--- src/rtl/addsub_bist_pkg.sv ---
// -----------------------------------------------------------------------------
// addsub_bist_pkg
// Shared types and helpers for the add/subtract BIST controller.
//   state_t      : controller FSM states
//   DEFAULT_WIDTH: default operand width of the adder under test
//   addsub_ovf() : signed-overflow rule for a two's-complement add/subtract
// -----------------------------------------------------------------------------
package addsub_bist_pkg;

  localparam int DEFAULT_WIDTH = 4;

  typedef enum logic [1:0] {
    IDLE,
    DRIVE,
    SAMPLE,
    DONE
  } state_t;

  // Overflow only depends on the sign bits: an add overflows when both operands
  // share a sign that the result lost; a subtract overflows when the operands
  // differ in sign and the result does not keep the sign of a.
  function automatic logic addsub_ovf(input logic a_msb,
                                      input logic b_msb,
                                      input logic sel,
                                      input logic r_msb);
    if (sel) return (a_msb != b_msb) && (r_msb != a_msb);
    return (a_msb == b_msb) && (r_msb != a_msb);
  endfunction

endpackage : addsub_bist_pkg

--- src/rtl/addsub_bist_golden.sv ---
// -----------------------------------------------------------------------------
// addsub_golden
// Combinational reference adder/subtractor used by the BIST controller.
// Ports:
//   a_i, b_i        operands
//   sel_i           0 = add, 1 = subtract
//   exp_result_o    expected sum/difference, modulo 2^WIDTH
//   exp_overflow_o  expected signed overflow flag
// -----------------------------------------------------------------------------
module addsub_golden
  import addsub_bist_pkg::*;
#(
  parameter int WIDTH = DEFAULT_WIDTH
) (
  input  logic [WIDTH-1:0] a_i,
  input  logic [WIDTH-1:0] b_i,
  input  logic             sel_i,
  output logic [WIDTH-1:0] exp_result_o,
  output logic             exp_overflow_o
);

  // Subtract is a + ~b + 1; the sum wraps naturally at WIDTH bits.
  assign exp_result_o   = a_i + (b_i ^ {WIDTH{sel_i}}) + WIDTH'(sel_i);
  assign exp_overflow_o = addsub_ovf(a_i[WIDTH-1], b_i[WIDTH-1], sel_i,
                                     exp_result_o[WIDTH-1]);

endmodule : addsub_golden

--- src/rtl/addsub_bist_ctrl.sv ---
// -----------------------------------------------------------------------------
// addsub_bist_ctrl
// Built-in self-test controller for a WIDTH-bit adder/subtractor. Sweeps every
// {sel,a,b} vector, holds each for SETTLE_CYCLES cycles, samples the DUT in
// the following cycle and counts mismatches against addsub_golden.
// Ports:
//   clk, rst              clock (rising edge), asynchronous active-high reset
//   start_i               launch a sweep (honoured only in IDLE or DONE)
//   dut_a_o/b_o/sel_o     registered operands and operation to the DUT
//   dut_result_i          DUT sum/difference
//   dut_overflow_i        DUT signed overflow flag
//   busy_o                sweep in progress
//   done_o                sweep complete, held until next accepted start/reset
//   pass_o                done with zero mismatches
//   err_count_o           mismatching vectors, saturating
//   fail_vec_o            {sel,a,b} of the first failing vector
//   fail_valid_o          fail_vec_o holds a capture
// Build option: define ADDSUB_BIST_FAIL_CAPTURE_EN to enable first-failure
// capture; without it fail_vec_o/fail_valid_o are constant 0.
// -----------------------------------------------------------------------------
module addsub_bist_ctrl
  import addsub_bist_pkg::*;
#(
  parameter int WIDTH         = DEFAULT_WIDTH,
  parameter int SETTLE_CYCLES = 1,
  parameter int ERR_W         = 16
) (
  input  logic               clk,
  input  logic               rst,
  input  logic               start_i,
  output logic [WIDTH-1:0]   dut_a_o,
  output logic [WIDTH-1:0]   dut_b_o,
  output logic               dut_sel_o,
  input  logic [WIDTH-1:0]   dut_result_i,
  input  logic               dut_overflow_i,
  output logic               busy_o,
  output logic               done_o,
  output logic               pass_o,
  output logic [ERR_W-1:0]   err_count_o,
  output logic [2*WIDTH:0]   fail_vec_o,
  output logic               fail_valid_o
);

  localparam int IDX_W = 2 * WIDTH + 1;
  localparam int SET_W = (SETTLE_CYCLES > 1) ? $clog2(SETTLE_CYCLES) : 1;
  localparam logic [SET_W-1:0] SETTLE_LAST = SET_W'(SETTLE_CYCLES - 1);

  state_t           state_q;
  // The vector index doubles as the operand register: operands only move when
  // the index moves, so one register serves both.
  logic [IDX_W-1:0] idx_q;
  logic [IDX_W-1:0] idx_d;
  logic [SET_W-1:0] settle_q;
  logic [ERR_W-1:0] err_q;
  logic [ERR_W-1:0] err_d;
  logic             busy_q;
  logic             done_q;
  logic             pass_q;

  logic [WIDTH-1:0] exp_result;
  logic             exp_overflow;
  logic             mismatch;

  addsub_golden #(.WIDTH(WIDTH)) u_golden (
    .a_i            (dut_a_o),
    .b_i            (dut_b_o),
    .sel_i          (dut_sel_o),
    .exp_result_o   (exp_result),
    .exp_overflow_o (exp_overflow)
  );

  assign mismatch = (dut_result_i != exp_result) || (dut_overflow_i != exp_overflow);
  assign idx_d    = idx_q + IDX_W'(1);

  // NOTE: every always_comb output gets a default first so no path leaves it
  // unassigned, which would otherwise infer a latch.
  always_comb begin
    err_d = err_q;
    if (state_q == SAMPLE && mismatch && err_q != '1) err_d = err_q + ERR_W'(1);
  end

  // NOTE: state uses non-blocking assignments so every register updates from
  // the pre-edge values, independent of statement order.
  always_ff @(posedge clk or posedge rst) begin
    if (rst) begin
      state_q  <= IDLE;
      idx_q    <= '0;
      settle_q <= '0;
      err_q    <= '0;
      busy_q   <= 1'b0;
      done_q   <= 1'b0;
      pass_q   <= 1'b0;
    end else begin
      unique case (state_q)
        IDLE, DONE: begin
          if (start_i) begin
            state_q  <= DRIVE;
            idx_q    <= '0;
            settle_q <= '0;
            err_q    <= '0;
            busy_q   <= 1'b1;
            done_q   <= 1'b0;
            pass_q   <= 1'b0;
          end
        end
        DRIVE: begin
          if (settle_q == SETTLE_LAST) begin
            state_q  <= SAMPLE;
            settle_q <= '0;
          end else begin
            settle_q <= settle_q + SET_W'(1);
          end
        end
        SAMPLE: begin
          err_q <= err_d;
          if (idx_q == '1) begin
            state_q <= DONE;
            busy_q  <= 1'b0;
            done_q  <= 1'b1;
            pass_q  <= (err_d == '0);
          end else begin
            state_q <= DRIVE;
            idx_q   <= idx_d;
          end
        end
        default: state_q <= IDLE;
      endcase
    end
  end

  assign {dut_sel_o, dut_a_o, dut_b_o} = idx_q;
  assign busy_o      = busy_q;
  assign done_o      = done_q;
  assign pass_o      = pass_q;
  assign err_count_o = err_q;

`ifdef ADDSUB_BIST_FAIL_CAPTURE_EN
  logic             accept;
  logic [IDX_W-1:0] fail_vec_q;
  logic             fail_valid_q;

  assign accept = start_i && (state_q == IDLE || state_q == DONE);

  // Only the first mismatch of a sweep is kept; later ones are ignored.
  always_ff @(posedge clk or posedge rst) begin
    if (rst) begin
      fail_vec_q   <= '0;
      fail_valid_q <= 1'b0;
    end else if (accept) begin
      fail_vec_q   <= '0;
      fail_valid_q <= 1'b0;
    end else if (state_q == SAMPLE && mismatch && !fail_valid_q) begin
      fail_vec_q   <= idx_q;
      fail_valid_q <= 1'b1;
    end
  end

  assign fail_vec_o   = fail_vec_q;
  assign fail_valid_o = fail_valid_q;
`else
  assign fail_vec_o   = '0;
  assign fail_valid_o = 1'b0;
`endif

endmodule : addsub_bist_ctrl

--- config.mk ---
export PLATFORM = sky130hd
export DESIGN_NAME = addsub_bist_ctrl
export DESIGN_NICKNAME = d
export VERILOG_FILES = /design/src/rtl/addsub_bist_pkg.sv /design/src/rtl/addsub_bist_golden.sv /design/src/rtl/addsub_bist_ctrl.sv
export SDC_FILE = /design/constraint.sdc
export NUM_CORES = 1
export LEC_CHECK = 0
export CAP_MARGIN = 20
export CORE_MARGIN = 2
export CORE_UTILIZATION = 48
export DETAILED_ROUTE_END_ITERATION = 8
export PLACE_DENSITY = 0.86
export SYNTH_ARGS = -nofsm -noshare
export SYNTH_HDL_FRONTEND = slang
export SYNTH_SLANG_ARGS = --single-unit
export TNS_END_PERCENT = 10
--- constraint.sdc ---
create_clock -name clk -period 3 [get_ports clk]
set_input_delay 0.3 -clock clk [delete_from_list [all_inputs] [get_ports clk]]
set_output_delay 0.3 -clock clk [all_outputs]
set_load 0.05 [all_outputs]
==> results of run 1 <==
==> metal layers <==
metal / global-route usage / up-vias / share of wire
met5: 0 / - / 0
met2: 0.351 / 106 / 0.47
li1: - / 1077 / -
met3: 0.0529 / 18 / 0.068
met1: 0.295 / 1137 / 0.44
met4: 0.0975 / 0 / 0.021
==> critical path, stage by stage (launching register included) <==
cell and delay [ps]:
dfrtp_2 440, xor2_1 160, ha_1 370, a21o_2 170, a31oi_4 50, or4b_4 550, a31oi_4 280, buf_4 170
a21oi_4 70, buf_6 180, a211oi_2 180, o21ai_1 90, o31ai_2 210
==> how the worst min path moves through the flow <==
stage,from,end,slack [ps],cells past startpoint
2_1_floorplan,rst,busy_o,390,1
3_3_place_gp,busy_o,busy_o,500,2
3_5_place_dp,busy_o,busy_o,510,2
4_1_cts,rst,err_count_o[9],340,2
5_1_grt,rst,err_count_o[9],380,2
6_report,rst,err_count_o[13],320,2
==> logic make-up after synthesis <==
kind of cell               after synthesis  synth area share
and+or+nand+nor                         90             0.195
DFF                                     30             0.308
other                                    1           0.00154
adders and majority gates                8            0.0441
xor gates and xnor gates                20            0.0718
buffers and inverters                   33            0.0908
AOI/OAI and AO/OA                       84             0.258
muxes                                    7            0.0308
==> state kept, by name (all words and copies together), names as in the netlist <==
| register | count |
|---|---|
| busy_o | 1 |
| done_o | 1 |
| err_count_o | 16 |
| idx_q | 9 |
| pass_o | 1 |
| state_q | 2 |
==> area by class of cell <==
| class | instances | area (sq um) |
|---|---|---|
| sequential | 30 | 753 |
| tap | 67 | 83.8 |
| inverter | 5 | 18.8 |
| multi-input combinational | 220 | 1560 |
| timing repair buffer | 55 | 508 |
| fill | 412 | 1800 |
| clock inverter | 2 | 12.5 |
| clock buffer | 6 | 82.6 |
==> repair_timing <==
item	CTS	global route
gates cloned	0	1
setup endpoints to repair	1	9
hold endpoints to repair	0	0
pin swaps	1	7
resized for setup	2	9
buffers inserted	1	5
==> per-stage QoR <==
stage	worst slack, ps	area [sq um]	util	hold WS (ps)
2_1_floorplan	-31.4	2490	-	389
3_3_place_gp	126	2810	0.584	495
3_5_place_dp	-51.7	2810	0.584	505
4_1_cts	28.4	2930	0.607	341
5_1_grt	-82.2	3020	0.626	384
6_report	-2.65	3020	0.626	324
==> cells in the mapped netlist (2+ instances only) <==
library cell,count,share of area
dfrtp_1,30,0.31
and3_1,4,0.010
clkbuf_1,12,0.018
ha_1,7,0.036
nor2b_1,4,0.010
a211oi_1,5,0.015
or2_2,2,0.0051
inv_1,5,0.0077
nand3_1,14,0.029
a21oi_1,17,0.035
xnor2_1,11,0.039
buf_6,3,0.014
or3_1,2,0.0051
nand4_1,7,0.018
nand2_1,20,0.031
a21o_1,2,0.0062
a22o_1,9,0.032
o21ai_0,17,0.035
mux2i_1,6,0.025
o31ai_1,4,0.012
o21ai_1,12,0.025
xor2_1,9,0.032
nand4b_1,3,0.011
nor3_1,5,0.010
nor2_1,16,0.025
a31oi_4,2,0.017
a22oi_1,2,0.0062
buf_4,10,0.031
and2_1,5,0.013
and4_1,2,0.0072
a21o_2,2,0.0072
==> cell usage in the layout (no fill, tap or decap), types with 5 or more instances in the layout <==
cell type,instances
a22o_1,9
nor2_1,16
xor2_1,9
o21ai_0,17
nand3_1,14
conb_1,10
mux2i_1,6
and2_1,5
dfrtp_1,28
a21oi_1,17
clkdlybuf4s50_1,35
buf_4,18
clkbuf_8,6
nand2_1,20
inv_1,5
xnor2_1,11
ha_1,7
nand4_1,7
o21ai_1,12
==> power by group through the flow <==
stage,Combinational (W),Sequential [W],Clock [W]
floorplan,0.000495,0.000493,0
global placement,0.000633,0.000455,0
detailed placement,0.000651,0.000456,0
CTS,0.000662,0.000449,0.000353
global route,0.000771,0.000454,0.000366
finish,0.000710,0.000450,0.000346
==> results.ini, run 1 <==
[clock_tree]
path_clk_slew_ps=70
cts_root_buffer=clkbuf_8
clkLatencyLatePin_ps=290
holdBufCountCts=0
clock-sinks=30
htreeDepth=2
clockBufferDepth=2
numCtsBuffers=5
cts_tree=built

[pwr]
worst_ir_drop_vdd_uv=193
switching_share=0.437
pwr_density_cell_nw_per_um2=499
combPwrFrac=0.472
p_clk_frac=0.230
seqPwrFrac=0.298
switching_power_w=0.000658
intPower_w=0.000848
leakage_nw=1.27
p_total_w=0.00151

[critical_path]
r2r_end=pass_o
endpoint=pass_o
regToRegSetupSlack_ps=-3
rr_worst_depth=12
start_kind=flip-flop
rr_startpoint=idx_q[8]
startpoint=idx_q[8]
crit_arrival_ps=3200
cp-end-kind=flip-flop
crit_required_ps=3200
path_class=reg -> reg
crit_fanout=10

[floorplanning]
num_rows=25
io_pins=46
initial_core_util=0.506
die_width_microns=75.3
dieHeight_microns=75.3
die_area_sq_um=5670
core-area_sq_um=4820

[cells_and_area]
drive_above_1_share=0.173
syn_to_final_growth_pct=23.7
n_antenna_cell=0
stdcell_count=385
final_nets=333

[global_route]
grt_usage=0.223
antenna_found_initial=0
grt_max_degree=21
grt_pass1_vias=2101
grt_pass1_wl_microns=9780
overflow=0

[sta]
finalWorstSetupSlack_ps=-2.65
report.final.slew_viol_count=0
period_share=1.00
max_freq_ghz=0.333
final_hold_viol_count=0
finalSetupTns_ps=-2.65
rsz0062_at_grt=yes
worst_slew_pin_slew_ps=946
finalSetupViolations=1
clock_skew_ps=7.28
slew_headroom=0.365
finalCriticalPeriod_ps=3000

[job]
maxCapViolations=0

[hold_path]
worst_hold_path_type=in -> async

[synthesis]
ys_ff_latch=30
synth_area_sq_um=2440
synthCells=273
ys_async_sr_fraction=1.00
synth_edf_count=0
synth-seq-area-share=0.308
yosys_warnings=0
synthFlopType=dfrtp_1
synth.avg_cell_area_sq_um=8.94
ys_types=55

[placed_design]
io_buffers=35
place_hpwl_microns=4350
place_inst=370
gp_congestion=0.901

[status]
status=complete, but fails checks
violations=negative setup slack

[detailed_routing]
drtAntennaViolNets=0
wl_microns=6220
drt_pass1_iterations=4
vias_per_cell=6.07
drt_iter0_markers=238
drc=0
wl_per_cell_microns=16.2
num_vias=2338

Power figures use the tool's default switching activity.
==> run 2: changes to the inputs <==
CORE_UTILIZATION = 49   (was 48)
CTS_BUF_LIST = sky130_fd_sc_hd__clkbuf_8   (was default)
PLACE_DENSITY = 0.88   (was 0.86)
==> run 2 against run 1 <==
  * The run still ends with negative setup slack left
  * Power down 0.27%
  * Clock power down 7.2%
  * Clock-buffer cell count down 1
  * Design area up 1.5%
  * Combinational power up 3.0%
  * Via count about the same
  * Global-route usage up 1.4 points
  * Critical path depth unchanged
  * Wire length up 4.8%
  * Clock skew up 7.9 ps
  * Final cell count up 1.8%
  * Critical endpoint unchanged
  * Largest cell class unchanged
  * Largest power group unchanged
  * Highest routed layer unchanged
==> results.ini, run 2 (synthesis gave the netlist of run 1 again) <==
[sta]
worst_slew_pin_slew_ps=736  ; -210 ps
period_share=1.02  ; +0.0240
finalWorstSetupSlack_ps=-74.7  ; -72.1 ps
rsz0062_at_grt=yes
slew_headroom=0.509  ; +0.144
finalSetupTns_ps=-131  ; -128 ps
report.final.slew_viol_count=0  ; unchanged
final_hold_viol_count=0  ; unchanged
max_freq_ghz=0.325  ; -2.3%
finalCriticalPeriod_ps=3070  ; +72.1 ps
clock_skew_ps=15.2  ; +7.89 ps
finalSetupViolations=2  ; +1

[status]
status=complete, but fails checks
violations=negative setup slack

[critical_path]
cp-end-kind=flip-flop
path_class=reg -> reg
path_common_cell=buf_4
rr_worst_depth=12  ; unchanged
crit_fanout=7  ; -3
crit_arrival_ps=3270  ; +70 ps
start_kind=flip-flop
cp_num_cells=12  ; unchanged
slowest_delay_ps=550  ; about the same
critical_path_buf_inv_count=3  ; +1
cp_cell_sequence=xor2_1 > ha_1 > buf_4 > a31oi_4 > or4b_4 > a31oi_4 > a21oi_4 > buf_4 > buf_4 > a211oi_2 > o21ai_1 > o31ai_2
critPathTopFamily=compound AO/OA/AOI/OAI gates
crit_required_ps=3200  ; about the same
crit_slowest_cell=or4b_4
regToRegSetupSlack_ps=-70  ; -70 ps

[floorplanning]
num_rows=25  ; unchanged
core-area_sq_um=4750  ; -1.3%
die_area_sq_um=5560  ; -1.9%
die_width_microns=74.6  ; -0.97%
io_pins=46  ; unchanged
initial_core_util=0.513  ; +0.00666
dieHeight_microns=74.6  ; -0.97%

[clock_tree]
cts_root_buffer=clkbuf_8
clock-sinks=30  ; unchanged
numCtsBuffers=5  ; unchanged
clkLatencyLatePin_ps=290  ; about the same
cts_tree=built
holdBufCountCts=0  ; unchanged
htreeDepth=2  ; unchanged
clockBufferDepth=2  ; unchanged
path_clk_slew_ps=80  ; about the same

[cells_and_area]
syn_to_final_growth_pct=25.6
final_common_cell=clkdlybuf4s50_1
utilization=0.644  ; +0.0180
n_antenna_cell=0  ; unchanged
final_nets=340  ; +2.1%
largest_reg_flops=16  ; unchanged
drive_above_1_share=0.194  ; +0.0209
final_cell_mix=35 x clkdlybuf4s50_1, 28 x dfrtp_1, 27 x buf_4, 20 x nand2_1, 17 x o21ai_0

[placed_design]
io_buffers=35  ; unchanged
gp_congestion=0.891  ; -1.2%
place_hpwl_microns=4360  ; about the same

[detailed_routing]
wl_microns=6520  ; +4.8%
drt_pass1_iterations=4  ; unchanged
vias_per_cell=5.96  ; -1.9%
drtAntennaViolNets=0  ; unchanged
num_vias=2336  ; -0.086%
drt_iter0_markers=198  ; -17%
drc=0  ; unchanged
wl_per_cell_microns=16.6  ; +3.0%

[global_route]
grt_usage=0.238  ; +0.0144
grt_pass1_vias=2167  ; +3.1%
overflow=0  ; unchanged
grt_pass1_wl_microns=10000  ; +2.4%
grt_max_degree=21  ; unchanged
antenna_found_initial=0  ; unchanged

[pwr]
worst_ir_drop_vdd_uv=329  ; +71%
pwr_density_cell_nw_per_um2=490  ; -1.8%
leakage_nw=1.31  ; +3.3%

[hold_path]
worst_hold_path_type=in -> async

[job]
maxCapViolations=0  ; unchanged

## run 2: cell count changes in the layout (fill, tap and decap cells not counted), sizes merged
cell / before / now
clkbuf: 6 / 5
clkinvlp: 1 / 0
inv: 5 / 6
clkinv: 1 / 2
buf: 20 / 27
## run 2: final timing paths
check                         start        endpoint
setup / recovery           idx_q[8]          pass_o
hold / removal                  rst        idx_q[4]
setup reg to reg           idx_q[8]          pass_o
hold reg to reg              busy_o          busy_o
max in group asynchronous       rst  err_count_o[1]
min in group clk             busy_o          busy_o
## run 2: layout make-up
class	count	area, sq um
inverter	5	18.8
sequential	30	753
fill	395	1690
clock inverter	3	13.8
clock buffer	5	68.8
multi-input combinational	220	1570
timing repair buffer	62	553
tap	67	83.8
## run 2: stage by stage
stage	hold slack, ps	worst slack, ps	cell area, sq um	instances	power [W]
4_1_cts	465	1.05	2940	383	0.00145
3_5_place_dp	503	3.11	2830	372	0.00112
6_report	429	-74.7	3060	392	0.00150
2_1_floorplan	389	-31.4	2490	282	0.000988
5_1_grt	514	-212	3060	392	0.00160
3_3_place_gp	488	105	2830	372	0.00109
## run 2: metal layers
metal / share of wire / up-vias / wire length (microns) / GRT usage
met3: 0.056 / 21 / 368 / 0.0718
met5: 0 / - / 0 / 0
met1: 0.42 / 1140 / 2720 / 0.296
met4: 0.028 / 0 / 183 / 0.127
li1: - / 1082 / - / -
met2: 0.50 / 93 / 3250 / 0.371
## run 2: where the power goes
group / internal (W) / switching, W / total [W]
sequential: 0.000428 / 0.0000223 / 0.000451
combinational: 0.000248 / 0.000482 / 0.000731
clock: 0.000157 / 0.000164 / 0.000321
## run 2: repair_timing
item,CTS,global route
pin swaps,2,11
buffers inserted,3,8
setup endpoints to repair,1,4
gates resized for setup,1,10
cloned,0,1
==> edit 1: new RTL, flow settings as in run 1 <==
The 4 states of `state_t` get a one-hot encoding in 4 bits.
--- a/src/rtl/addsub_bist_pkg.sv
+++ b/src/rtl/addsub_bist_pkg.sv
@@ -9,11 +9,11 @@
 
   localparam int DEFAULT_WIDTH = 4;
 
-  typedef enum logic [1:0] {
-    IDLE,
-    DRIVE,
-    SAMPLE,
-    DONE
+  typedef enum logic [3:0] {
+    IDLE   = 4'b0001,
+    DRIVE  = 4'b0010,
+    SAMPLE = 4'b0100,
+    DONE   = 4'b1000
   } state_t;
 
   // Overflow only depends on the sign bits: an add overflows when both operands
Formal check against the unedited RTL: same outputs for any inputs over 10 cycles, from zero or initial values and one cycle with rst high; not proved beyond that.
==> edit 1 against run 1 <==
Synthesized area shrank 8.4%. Hold slack gained 0.16 ns. Routed wire length shrank 16%. Sequential cell count grew 2. Worst setup slack gained 0.035 ns. First-iteration DRC count shrank 48%. Largest cell class unchanged. Maximum frequency grew 1.2%. Cell area shrank 5.4%.
Power is not compared: it rests on default switching activity, and its combinational part moved more than twofold at a synthesized area within 25%.
==> edit 1: results (changes against run 1) <==
| Metric | Value |
|---|---|
| Share of cells above drive strength 1 | `15.7% (was 17.3%)` |
| Classification of the worst-slack hold path | `flip-flop to flip-flop (was primary input to asynchronous set/reset pin)` |
| Final Wtd Congestion | `0.853 (was 0.901)` |
| Setup Skew | `0.00384 ns (was 0.00728 ns)` |
| Post-Synth XOR/XNOR Area | `7.83% (was 7.18%)` |
| Met2 WL | `2460 um (was 2950 um)` |
| M1 WL | `2310 um (was 2720 um)` |
| Vias | `1,976 (was 2,338)` |
| Met3 usage | `4.03% (was 5.29%)` |
| Complex-gate fraction of the synthesized area | `13.8% (was 25.8%)` |
| Post-Synth Adder-Cell Area | `3.69% (was 4.41%)` |
| Global-route usage over all layers | `21.2% (was 22.3%)` |
| CP max-delay cell | `dfrtp_2 (was or4b_4)` |
| Seq/Total Area, Yosys | `35.9% (was 30.8%)` |
| Final nets | `312 (was 333)` |
| Pin count of the biggest net entering global routing | `25 (was 21)` |
| Main area contributors after synthesis | `dfrtp_1 35%, mux2i_1 4.9%, xor2_1 4.7% (was dfrtp_1 31%, xnor2_1 3.9%, ha_1 3.6%)` |
| Worst Tran Pin Value | `0.919 ns (was 0.946 ns)` |
| Syn_area_per_cell | `9.02 sq um (was 8.94 sq um)` |
| Crit Path Max Fanout | `9 (was 10)` |
| Met3 WL | `307 um (was 423 um)` |
| Max FFs per register | `16 (unchanged)` |
| Placed cell areas | `2740 sq um (was 2810 sq um)` |
| Clk_lat worst skew | `0.28 ns` |
| First-pass GRT wire length | `8610 um (was 9780 um)` |
| Most common cell in the synthesized netlist | `dfrtp_1 (unchanged)` |
| Post-CTS Setup Bufs | `0 (was 1)` |
| Initial antenna violation count | `0 (unchanged)` |
| Worst flop-to-flop path startpoint | `idx_q[8]$_DFFE_PP0P_ (unchanged)` |
| Vias in the first global route | `1,823 (was 2,101)` |
| HPWL after DPL | `3810 um (was 4350 um)` |
| Dpl cells | `343 (was 370)` |
| Post-cts sizing count | `0 (was 2)` |
| Multiplexer area fraction after synthesis | `6.60% (was 3.08%)` |
| Met1 Use GR | `29.3% (was 29.5%)` |
| Run status | `finished, final reports clean (was finished with violations)` |
| Distinct cells, synth | `56 (was 55)` |
| M2 GR Usage | `32.9% (was 35.1%)` |
| R2R depth | `11 (was 12)` |
| Non-filler cells, final | `351 (was 385)` |
| Crit path to | `pass_o$_DFFE_PP0P_ (unchanged)` |
| Commonest cells post-synth | `31 x dfrtp_1, 26 x nand2_1, 24 x nor2_1 (was 30 x dfrtp_1, 20 x nand2_1, 17 x a21oi_1, 17 x o21ai_0, 16 x nor2_1)` |
| Largest stage delay, worst path | `0.44 ns (was 0.55 ns)` |
| Flop-to-flop setup slack | `0.03 ns (was -0.003 ns)` |
| Worst VDD drop | `0.310 mV` |
| Starting DRT DRC Count | `124 (was 238)` |
| Post-Route WL | `5210 um (was 6220 um)` |
## edit 1: changes by cell type after synthesis, sizes merged, moves of 6 or more
cell   before  now
a21oi      18   10
a22o       10    0
nand2      20   26
nor2       16   24
o21ai      29   13
## edit 1: report_power, final
group,switching (mW),total (mW),internal [mW]
Sequential,0.0475,0.511,0.463
Clock,0.156,0.342,0.187
Combinational,0.218,0.339,0.121
## edit 1: layout make-up
cell class | instances | area, sq um
flip-flops and latches | 32 | 805
repair buffers | 54 | 505
fillers | 348 | 1560
clock buffers | 8 | 90.1
well taps | 52 | 65.1
multi-input cells | 198 | 1360
inverters | 7 | 26.3
## edit 1: per-stage QoR
stage / utilization, % / worst slack (ns)
2_1_floorplan: - / -0.243
3_3_place_gp: 62.0 / 0.137
3_5_place_dp: 62.0 / 0.0481
4_1_cts: 64.1 / 0.0241
5_1_grt: 64.7 / -0.0605
6_report: 64.7 / 0.0319
## edit 1: worst min-delay path by stage
stage                                   from                  to  slack [ns]  cells past startpoint
after global placement    done_o$_DFFE_PP0P_  done_o$_DFFE_PP0P_        0.46                      2
after detailed placement  done_o$_DFFE_PP0P_  done_o$_DFFE_PP0P_        0.48                      2
final                     done_o$_DFFE_PP0P_  done_o$_DFFE_PP0P_        0.48                      2
after CTS                 done_o$_DFFE_PP0P_  done_o$_DFFE_PP0P_        0.49                      2
after floorplan                          rst  busy_o$_DFFE_PP0P_        0.42                      1
after global routing      done_o$_DFFE_PP0P_  done_o$_DFFE_PP0P_        0.55                      2
## edit 1: worst register-to-register path, delay by kind of cell, from the launching register on
kind            cells  cell delay (ns)
simple gates        2             0.18
flops               1             0.44
buf+inv             1             0.18
compound gates      6             1.62
fa+ha+maj           1             0.33
xor+xnor            1             0.16
==> edit 2: new RTL, config.mk and constraints of run 1 <==
Without the edit above. Set the package constant `DEFAULT_WIDTH` to 2 (it was 4).
--- a/src/rtl/addsub_bist_pkg.sv
+++ b/src/rtl/addsub_bist_pkg.sv
@@ -7,7 +7,7 @@
 // -----------------------------------------------------------------------------
 package addsub_bist_pkg;
 
-  localparam int DEFAULT_WIDTH = 4;
+  localparam int DEFAULT_WIDTH = 2;
 
   typedef enum logic [1:0] {
     IDLE,
Interface: changed (resized dut_a_o, dut_b_o, dut_result_i and fail_vec_o); port bits go from 46 to 36. The function was not compared with the original's and may differ.
==> edit 2 against run 1 <==
Routed wire length is 23% lower. Synthesized area fell by 18%. Combinational power down 15%. Cell area is 21% lower. Sequential cell count down 4. Worst setup slack improved by 0.41 ns. Power shrank 19%. Critical path type unchanged.
==> edit 2: results (changes against run 1) <==
| Metric | Value |
|---|---|
| Clock buffers | `3 (was 6)` |
| Vias | `1,955 (was 2,338)` |
| Reg area | `651 sq um (was 753 sq um)` |
| Post-CTS Setup Bufs | `0 (was 1)` |
| Post-cts sizing count | `0 (was 2)` |
| Pin count of the biggest net entering global routing | `27 (was 21)` |
| #MultiIn Comb | `197 (was 220)` |
| Multiplexer area fraction after synthesis | `1.56% (was 3.08%)` |
| Syn_area_per_cell | `8.04 sq um (was 8.94 sq um)` |
| Seq/Total Area, Yosys | `32.5% (was 30.8%)` |
| Pwr Total | `1.21 mW (was 1.51 mW)` |
| Dpl cells | `318 (was 370)` |
| Signal buf overhead | `16.2% (was 16.8%)` |
| Met2 WL | `2220 um (was 2950 um)` |
| Distinct cells, synth | `57 (was 55)` |
| Clk_lat worst skew | `0.27 ns (was 0.29 ns)` |
| Run status | `finished, final reports clean (was finished with violations)` |
| Net switching share of the total power | `44.7% (was 43.7%)` |
| Final nets | `286 (was 333)` |
| Clock-cell share of area | `1.73% (was 3.15%)` |
| Crit Path Max Fanout | `12 (was 10)` |
| Comb power | `0.601 mW (was 0.710 mW)` |
| Multi-input gate share of the layout cell area | `51.1% (was 51.7%)` |
| Share of cells above drive strength 1 | `7.35% (was 17.3%)` |
| HPWL after DPL | `3370 um (was 4350 um)` |
| CP max-delay cell | `dfrtp_1 (was or4b_4)` |
| Wire per inst | `15.0 um (was 16.2 um)` |
| Setup Skew | `0.00247 ns (was 0.00728 ns)` |
| Worst VDD drop | `0.292 mV (was 0.193 mV)` |
| Met3 WL | `303 um (was 423 um)` |
| Mean number of vias per cell | `6.07 (about the same)` |
| Main area contributors after synthesis | `dfrtp_1 33%, o21ai_0 6.0%, nand2_1 4.1% (was dfrtp_1 31%, xnor2_1 3.9%, ha_1 3.6%)` |
| Largest stage delay, worst path | `0.50 ns (was 0.55 ns)` |
| LEAKAGE | `1.02 nW (was 1.27 nW)` |
| Commonest cells post-synth | `26 x dfrtp_1, 24 x o21ai_0, 22 x nand2_1 (was 30 x dfrtp_1, 20 x nand2_1, 17 x a21oi_1, 17 x o21ai_0, 16 x nor2_1)` |
| Critical path arrival | `2.79 ns (was 3.20 ns)` |
| H-Tree Depth | `1 (was 2)` |
| Post-Synth Adder-Cell Area | `3.75% (was 4.41%)` |
| Slew Limit Headroom | `59.4% (was 36.5%)` |
| Global-route usage over all layers | `22.0% (was 22.3%)` |
| Cell area after synthesis | `2000 sq um (was 2440 sq um)` |
| Clock transition at the registers of the reported paths | `0.09 ns (was 0.07 ns)` |
| Filler cells | `349 (was 412)` |
| Placed cell areas | `2320 sq um (was 2810 sq um)` |
## edit 2: metal layers
layer  up-vias  global-route usage (%)
li1        965                       -
met1       910                    29.8
met2        73                    36.9
met3         7                    1.95
met4         0                    7.25
met5         -                       0
## edit 2: final timing paths
kind                                           start                          to  slack (ns)  cells past startpoint
worst min register to register    busy_o$_DFFE_PP0P_          busy_o$_DFFE_PP0P_        0.53                      2
min in group clk                  busy_o$_DFFE_PP0P_          busy_o$_DFFE_PP0P_        0.53                      2
worst max register to register  idx_q[4]$_DFFE_PP0P_          pass_o$_DFFE_PP0P_        0.40                      9
worst min-delay path                             rst  err_count_o[4]$_DFFE_PP0P_        0.25                      2
worst max-delay path            idx_q[4]$_DFFE_PP0P_          pass_o$_DFFE_PP0P_        0.40                      9
max in group asynchronous                        rst        idx_q[2]$_DFFE_PP0P_        2.35                      3
